--- src/rtl/fifo_pkg.sv ---
// Shared definitions for the async FIFO controllers.
// Contents:
//   DEFAULT_DSIZE / DEFAULT_ADDRESS_SIZE : default data width and address width
//   ptr_t                                : pointer type (ADDRESS_SIZE+1 bits) at default sizing
//   bin2gray / gray2bin                  : code conversions on values up to 32 bits wide
// The conversions run on a 32-bit carrier. Callers zero-extend narrower pointers and
// truncate the result; zero upper bits make the result exact for any narrower width.
package fifo_pkg;

  localparam int unsigned DEFAULT_DSIZE        = 8;
  localparam int unsigned DEFAULT_ADDRESS_SIZE = 4;

  typedef logic [DEFAULT_ADDRESS_SIZE:0] ptr_t;

  function automatic logic [31:0] bin2gray(input logic [31:0] bin);
    return bin ^ (bin >> 1);
  endfunction

  // Each binary bit is the XOR of all Gray bits at and above its position.
  function automatic logic [31:0] gray2bin(input logic [31:0] gray);
    logic [31:0] bin;
    bin = '0;
    for (int i = 0; i < 32; i++) begin
      bin[i] = ^(gray >> i);
    end
    return bin;
  endfunction

endpackage

--- src/rtl/sync_2ff.sv ---
// Two-flop synchroniser for a multi-bit Gray-coded bus crossing into the rclk domain.
// Ports:
//   rclk : destination clock
//   rrst : synchronous active-high reset, clears both stages
//   d    : asynchronous input bus
//   q    : synchronised output (two rclk edges of latency)
// No logic sits between the stages so the first flop has a full cycle to resolve.
module sync_2ff #(
  parameter int unsigned WIDTH = 5
) (
  input  logic             rclk,
  input  logic             rrst,
  input  logic [WIDTH-1:0] d,
  output logic [WIDTH-1:0] q
);

  logic [WIDTH-1:0] q1_q, q1_d;
  logic [WIDTH-1:0] q2_q, q2_d;

  always_comb begin
    q1_d = d;
    q2_d = q1_q;
  end

  always_ff @(posedge rclk) begin
    if (rrst) begin
      q1_q <= '0;
      q2_q <= '0;
    end else begin
      q1_q <= q1_d;
      q2_q <= q2_d;
    end
  end

  assign q = q2_q;

endmodule

--- src/rtl/fifo_read_ctrl.sv ---
// Read-domain controller for the async FIFO.
// Owns the binary/Gray read pointer, synchronises the write Gray pointer into rclk,
// produces empty and fill level, and presents data through a registered
// first-word-fall-through output stage with a valid/ready handshake.
// Ports:
//   rclk       : read clock
//   rrst       : synchronous active-high reset
//   wptr_gray  : write pointer, Gray coded, asynchronous to rclk
//   rdata      : combinational memory read data at raddr
//   raddr      : memory read address (low bits of the binary read pointer)
//   rptr_gray  : registered Gray read pointer for the write-domain synchroniser
//   rempty     : no unread word left in memory
//   rlevel     : words in memory not yet fetched (output register excluded)
//   dout       : output data register
//   dout_valid : dout holds a word not yet accepted
//   dout_ready : consumer accepts dout when dout_valid && dout_ready
module fifo_read_ctrl
  import fifo_pkg::*;
#(
  parameter int unsigned DSIZE        = DEFAULT_DSIZE,
  parameter int unsigned ADDRESS_SIZE = DEFAULT_ADDRESS_SIZE
) (
  input  logic                    rclk,
  input  logic                    rrst,
  input  logic [ADDRESS_SIZE:0]   wptr_gray,
  input  logic [DSIZE-1:0]        rdata,
  output logic [ADDRESS_SIZE-1:0] raddr,
  output logic [ADDRESS_SIZE:0]   rptr_gray,
  output logic                    rempty,
  output logic [ADDRESS_SIZE:0]   rlevel,
  output logic [DSIZE-1:0]        dout,
  output logic                    dout_valid,
  input  logic                    dout_ready
);

  localparam int unsigned PW = ADDRESS_SIZE + 1;

  logic [PW-1:0]    rq2_wptr;
  logic [PW-1:0]    wbin_sync;
  logic             rinc;

  logic [PW-1:0]    rbin_q, rbin_d;
  logic [PW-1:0]    rgray_q, rgray_d;
  logic             rempty_q, rempty_d;
  logic [PW-1:0]    rlevel_q, rlevel_d;
  logic [DSIZE-1:0] dout_q, dout_d;
  logic             dout_valid_q, dout_valid_d;

  sync_2ff #(
    .WIDTH(PW)
  ) u_sync_wptr (
    .rclk(rclk),
    .rrst(rrst),
    .d   (wptr_gray),
    .q   (rq2_wptr)
  );

  always_comb begin
    // Fetch whenever memory has a word and the output stage is empty or draining.
    rinc      = !rempty_q && (!dout_valid_q || dout_ready);
    rbin_d    = rbin_q + PW'(rinc);
    rgray_d   = PW'(bin2gray(32'(rbin_d)));
    wbin_sync = PW'(gray2bin(32'(rq2_wptr)));
    // Full-width compare: the extra MSB disambiguates wrap-around.
    rempty_d  = (rgray_d == rq2_wptr);
    rlevel_d  = wbin_sync - rbin_d;

    dout_d       = dout_q;
    dout_valid_d = dout_valid_q;
    if (rinc) begin
      dout_d       = rdata;
      dout_valid_d = 1'b1;
    end else if (dout_valid_q && dout_ready) begin
      dout_valid_d = 1'b0;
    end
  end

  always_ff @(posedge rclk) begin
    if (rrst) begin
      rbin_q       <= '0;
      rgray_q      <= '0;
      rempty_q     <= 1'b1;
      rlevel_q     <= '0;
      dout_q       <= '0;
      dout_valid_q <= 1'b0;
    end else begin
      rbin_q       <= rbin_d;
      rgray_q      <= rgray_d;
      rempty_q     <= rempty_d;
      rlevel_q     <= rlevel_d;
      dout_q       <= dout_d;
      dout_valid_q <= dout_valid_d;
    end
  end

  assign raddr      = rbin_q[ADDRESS_SIZE-1:0];
  assign rptr_gray  = rgray_q;
  assign rempty     = rempty_q;
  assign rlevel     = rlevel_q;
  assign dout       = dout_q;
  assign dout_valid = dout_valid_q;

endmodule
--- config.mk ---
export PLATFORM = sky130hd
export DESIGN_NAME = fifo_read_ctrl
export DESIGN_NICKNAME = d
export VERILOG_FILES = /design/src/rtl/fifo_pkg.sv /design/src/rtl/sync_2ff.sv /design/src/rtl/fifo_read_ctrl.sv
export SDC_FILE = /design/constraint.sdc
export NUM_CORES = 1
export LEC_CHECK = 0
export ABC_AREA = 0
export CORE_MARGIN = 5
export CORE_UTILIZATION = 43
export CTS_CLUSTER_SIZE = 30
export DETAILED_ROUTE_END_ITERATION = 16
export PLACE_DENSITY = 0.72
export SLEW_MARGIN = 10
export SYNTH_ARGS = -nofsm -noshare
export SYNTH_HDL_FRONTEND = slang
export SYNTH_SLANG_ARGS = --single-unit
--- constraint.sdc ---
create_clock -name rclk -period 4.75 [get_ports rclk]
set_clock_uncertainty 0.2 [all_clocks]
set_input_delay 1.425 -clock rclk [delete_from_list [all_inputs] [get_ports rclk]]
set_output_delay 1.425 -clock rclk [all_outputs]
set_load 0.02 [all_outputs]
==> impl_metrics.toml <==
[outcome]
status = "completed"

[placement]
placed_cell_area_sq_um = 1940
gp_congestion = 0.735
dpl_worst_slack_ns = 0.443
dp_hpwl_microns = 2250
portBuffers = 39

[power]
peakVddDrop_mv = 0.294
finalPower_w = 0.000876
powerDensity_nw_per_um2 = 442
p_leak_nw = 0.819

[global_route]
grt_start_max_net_pins = 21
gr-total-overflow = 0
first_global_vias = 1002
grt_pass1_wl_microns = 4600
antenna_found_initial = 0
grt_usage_pct = 13.6

[sta]
clock.fmax_ghz = 0.254
period_share_pct = 82.8
relSlewSlack_pct = 64.5
tightest_slew_ns = 0.531
rsz0062_at_grt = "no"
setup_tns_ns = 0
layout_setup_ws_ns = 0.815
slew_viol_final = 0
fin_crit_ns = 3.94
setup-violations-final = 0
finalHoldViolCount = 0

[final_layout]
final_nets = 200
fillCellCount = 298
multi_input_area_sq_um = 773
area_growth_pct = 32.9
antennaDiodeCount = 0
drive_above_1_share_pct = 8.99
design_area_sq_um = 1980
seq_area_sq_um = 681
postLayoutCoreUtil_pct = 59.4

[yosys]
yosys_warnings = 0
ys_seq_area_share_pct = 45.7
synth-main-ff-cell = "dfxtp_1"
synth-async-reset-ratio_pct = 0
synth_cell_types = 36
netlist_area_sq_um = 1490
synth_edf_count = 0
syn_nets = 157
avgSynthCellArea_sq_um = 11.0
synth-seq-cells = 34
netlist_instances = 135

[setup_path]
r2r_slack_ns = 1.76
crit_required_ns = 4.78
critPathLaunchType = "input pin"
startpoint = "dout_ready"
crit_fanout = 5
critPathCaptureType = "flop"
worstSetupPathType = "in -> reg"
worstRegToRegCells = 8
r2r_end = "rlevel[4]"
r2r-start = "u_sync_wptr.q[4]"
arrival_ns = 3.96

[route]
vias = 1041
drt_iter0_markers = 12
avgViaCountPerCell = 4.65
drt-total-wl_microns = 2890
first_pass_iters = 4
drt-wirelength-per-cell_microns = 12.9
drcViolationCount = 0
drt.antenna.violating_nets = 0

[clock_network]
clk_latency_ns = 0.33
cts_resized = 0
cts_setup_buffers = 0
cts.sinks = 34
clock_path_buffers = 2
ctsHoldBuffers = 0
cts_tree = "built"
cts-root-buf = "clkbuf_4"
numCtsBuffers = 5
htree_levels = 2
clkSlewWorstSetupHoldPaths_ns = 0.10

[hold_path]
min_from = "u_sync_wptr.q1_q[4]"
whs_path_depth = 1
hold_path_class = "reg -> reg"
whs_endpoint = "u_sync_wptr.q[4]"

[floorplan]
num_rows = 21
start_util_pct = 44.7
boundaryPins = 40
chipHeight_microns = 68.9
core_area_sq_um = 3340
die_area_sq_um = 4740
fp.dieW_microns = 68.9

[flow_run]
cap_viol_max_count = 0
[cell usage after synthesis (2+ instances only)]
library cell  number  area share (%)
a311oi_1           2             1.2
xor3_1             2             3.2
nand2_1            3            0.76
nor4_2             2             1.7
xnor2_1            6             3.5
o21ai_0            2            0.67
nand2b_1           2            0.84
a21oi_1            3             1.0
inv_1              3            0.76
nor2_1            18             4.5
xor2_1             3             1.8
or2_2              2            0.84
clkbuf_1           4             1.0
mux2i_1            9             6.0
dfxtp_1           34              46
nor2b_1           15             6.3
nor3b_1            2             1.0
ha_1               5             4.2
[layout make-up]
cell class	count	share of cell area (%)
clock buffers	7	2.27
inverters	3	0.569
multi-input cells	92	39.0
flip-flops and latches	34	34.4
well taps	46	2.91
repair buffers	42	20.8
[worst max path at each step]
stage,end,slack (ns),cells past startpoint
CTS,rlevel[4],0.81,11
global placement,rlevel[4],0.55,11
floorplan,rlevel[4],0.93,11
finish,rlevel[4],0.81,11
global route,rlevel[4],0.65,11
detailed placement,rlevel[4],0.44,11
[placed cells by master, fill, tap and decap left out, types with 2 or more instances in the layout]
cell             instances
nand2_1                  3
clkbuf_1                 2
nor3b_1                  2
buf_4                    3
xor3_1                   2
a311oi_1                 2
o21ai_0                  2
clkbuf_4                 5
a21oi_1                  3
xor2_1                   3
nor2b_1                 15
dfxtp_1                 34
inv_1                    3
clkdlybuf4s50_1         39
ha_1                     5
nor2_1                  18
nor4_2                   2
xnor2_1                  6
nand2b_1                 2
mux2i_1                  9
or2_2                    2
[registers in the layout (all words and copies together) (netlist names)]
register / cells
dout: 8
u_sync_wptr.q1_q: 5
rlevel: 5
rempty: 1
rptr_gray: 5
dout_valid: 1
rbin_q: 4
u_sync_wptr.q: 5
[through the flow]
step | std cells | hold slack, ns
finish | 224 | 0.251
global route | 224 | 0.261
CTS | 224 | 0.251
detailed placement | 217 | 0.228
global placement | 217 | 0.224
floorplan | 135 | 0.214
[worst max-delay path, stage by stage]
cell	delay, ns
clkdlybuf4s50_1	0.44
nand2b_1	0.11
nor2b_1	0.23
ha_1	0.28
nand3_1	0.14
xor2_2	0.27
ha_1	0.32
inv_1	0.08
nor4_2	0.04
a311oi_1	0.28
mux2_1	0.34
[power breakdown]
part / switching, W / leakage [nW] / internal, W
Clock: 0.0000912 / 0.0254 / 0.0000558
Sequential: 0.0000247 / 0.280 / 0.000333
Combinational: 0.000174 / 0.514 / 0.000197
[routing by layer]
layer / track usage [%] / up-vias / share of wire [%]
met5: 0 / - / 0
met4: 5.84 / 0 / 1.8
met3: 5.83 / 7 / 5.0
met2: 21.3 / 22 / 48
met1: 16.3 / 478 / 45
li1: - / 534 / -
[cells by family (layout without fill, tap and decap cells)]
| family | Yosys count | after routing | share of synthesized area (%) |
|---|---|---|---|
| flops | 34 | 34 | 45.7 |
| buf+inv | 9 | 52 | 2.43 |
| fa+ha+maj | 6 | 6 | 5.54 |
| simple gates | 50 | 50 | 18.7 |
| mux | 10 | 10 | 6.80 |
| xor+xnor | 16 | 16 | 16.3 |
| compound gates | 10 | 10 | 4.53 |
Note: power is estimated with default switching activity, not from simulation.
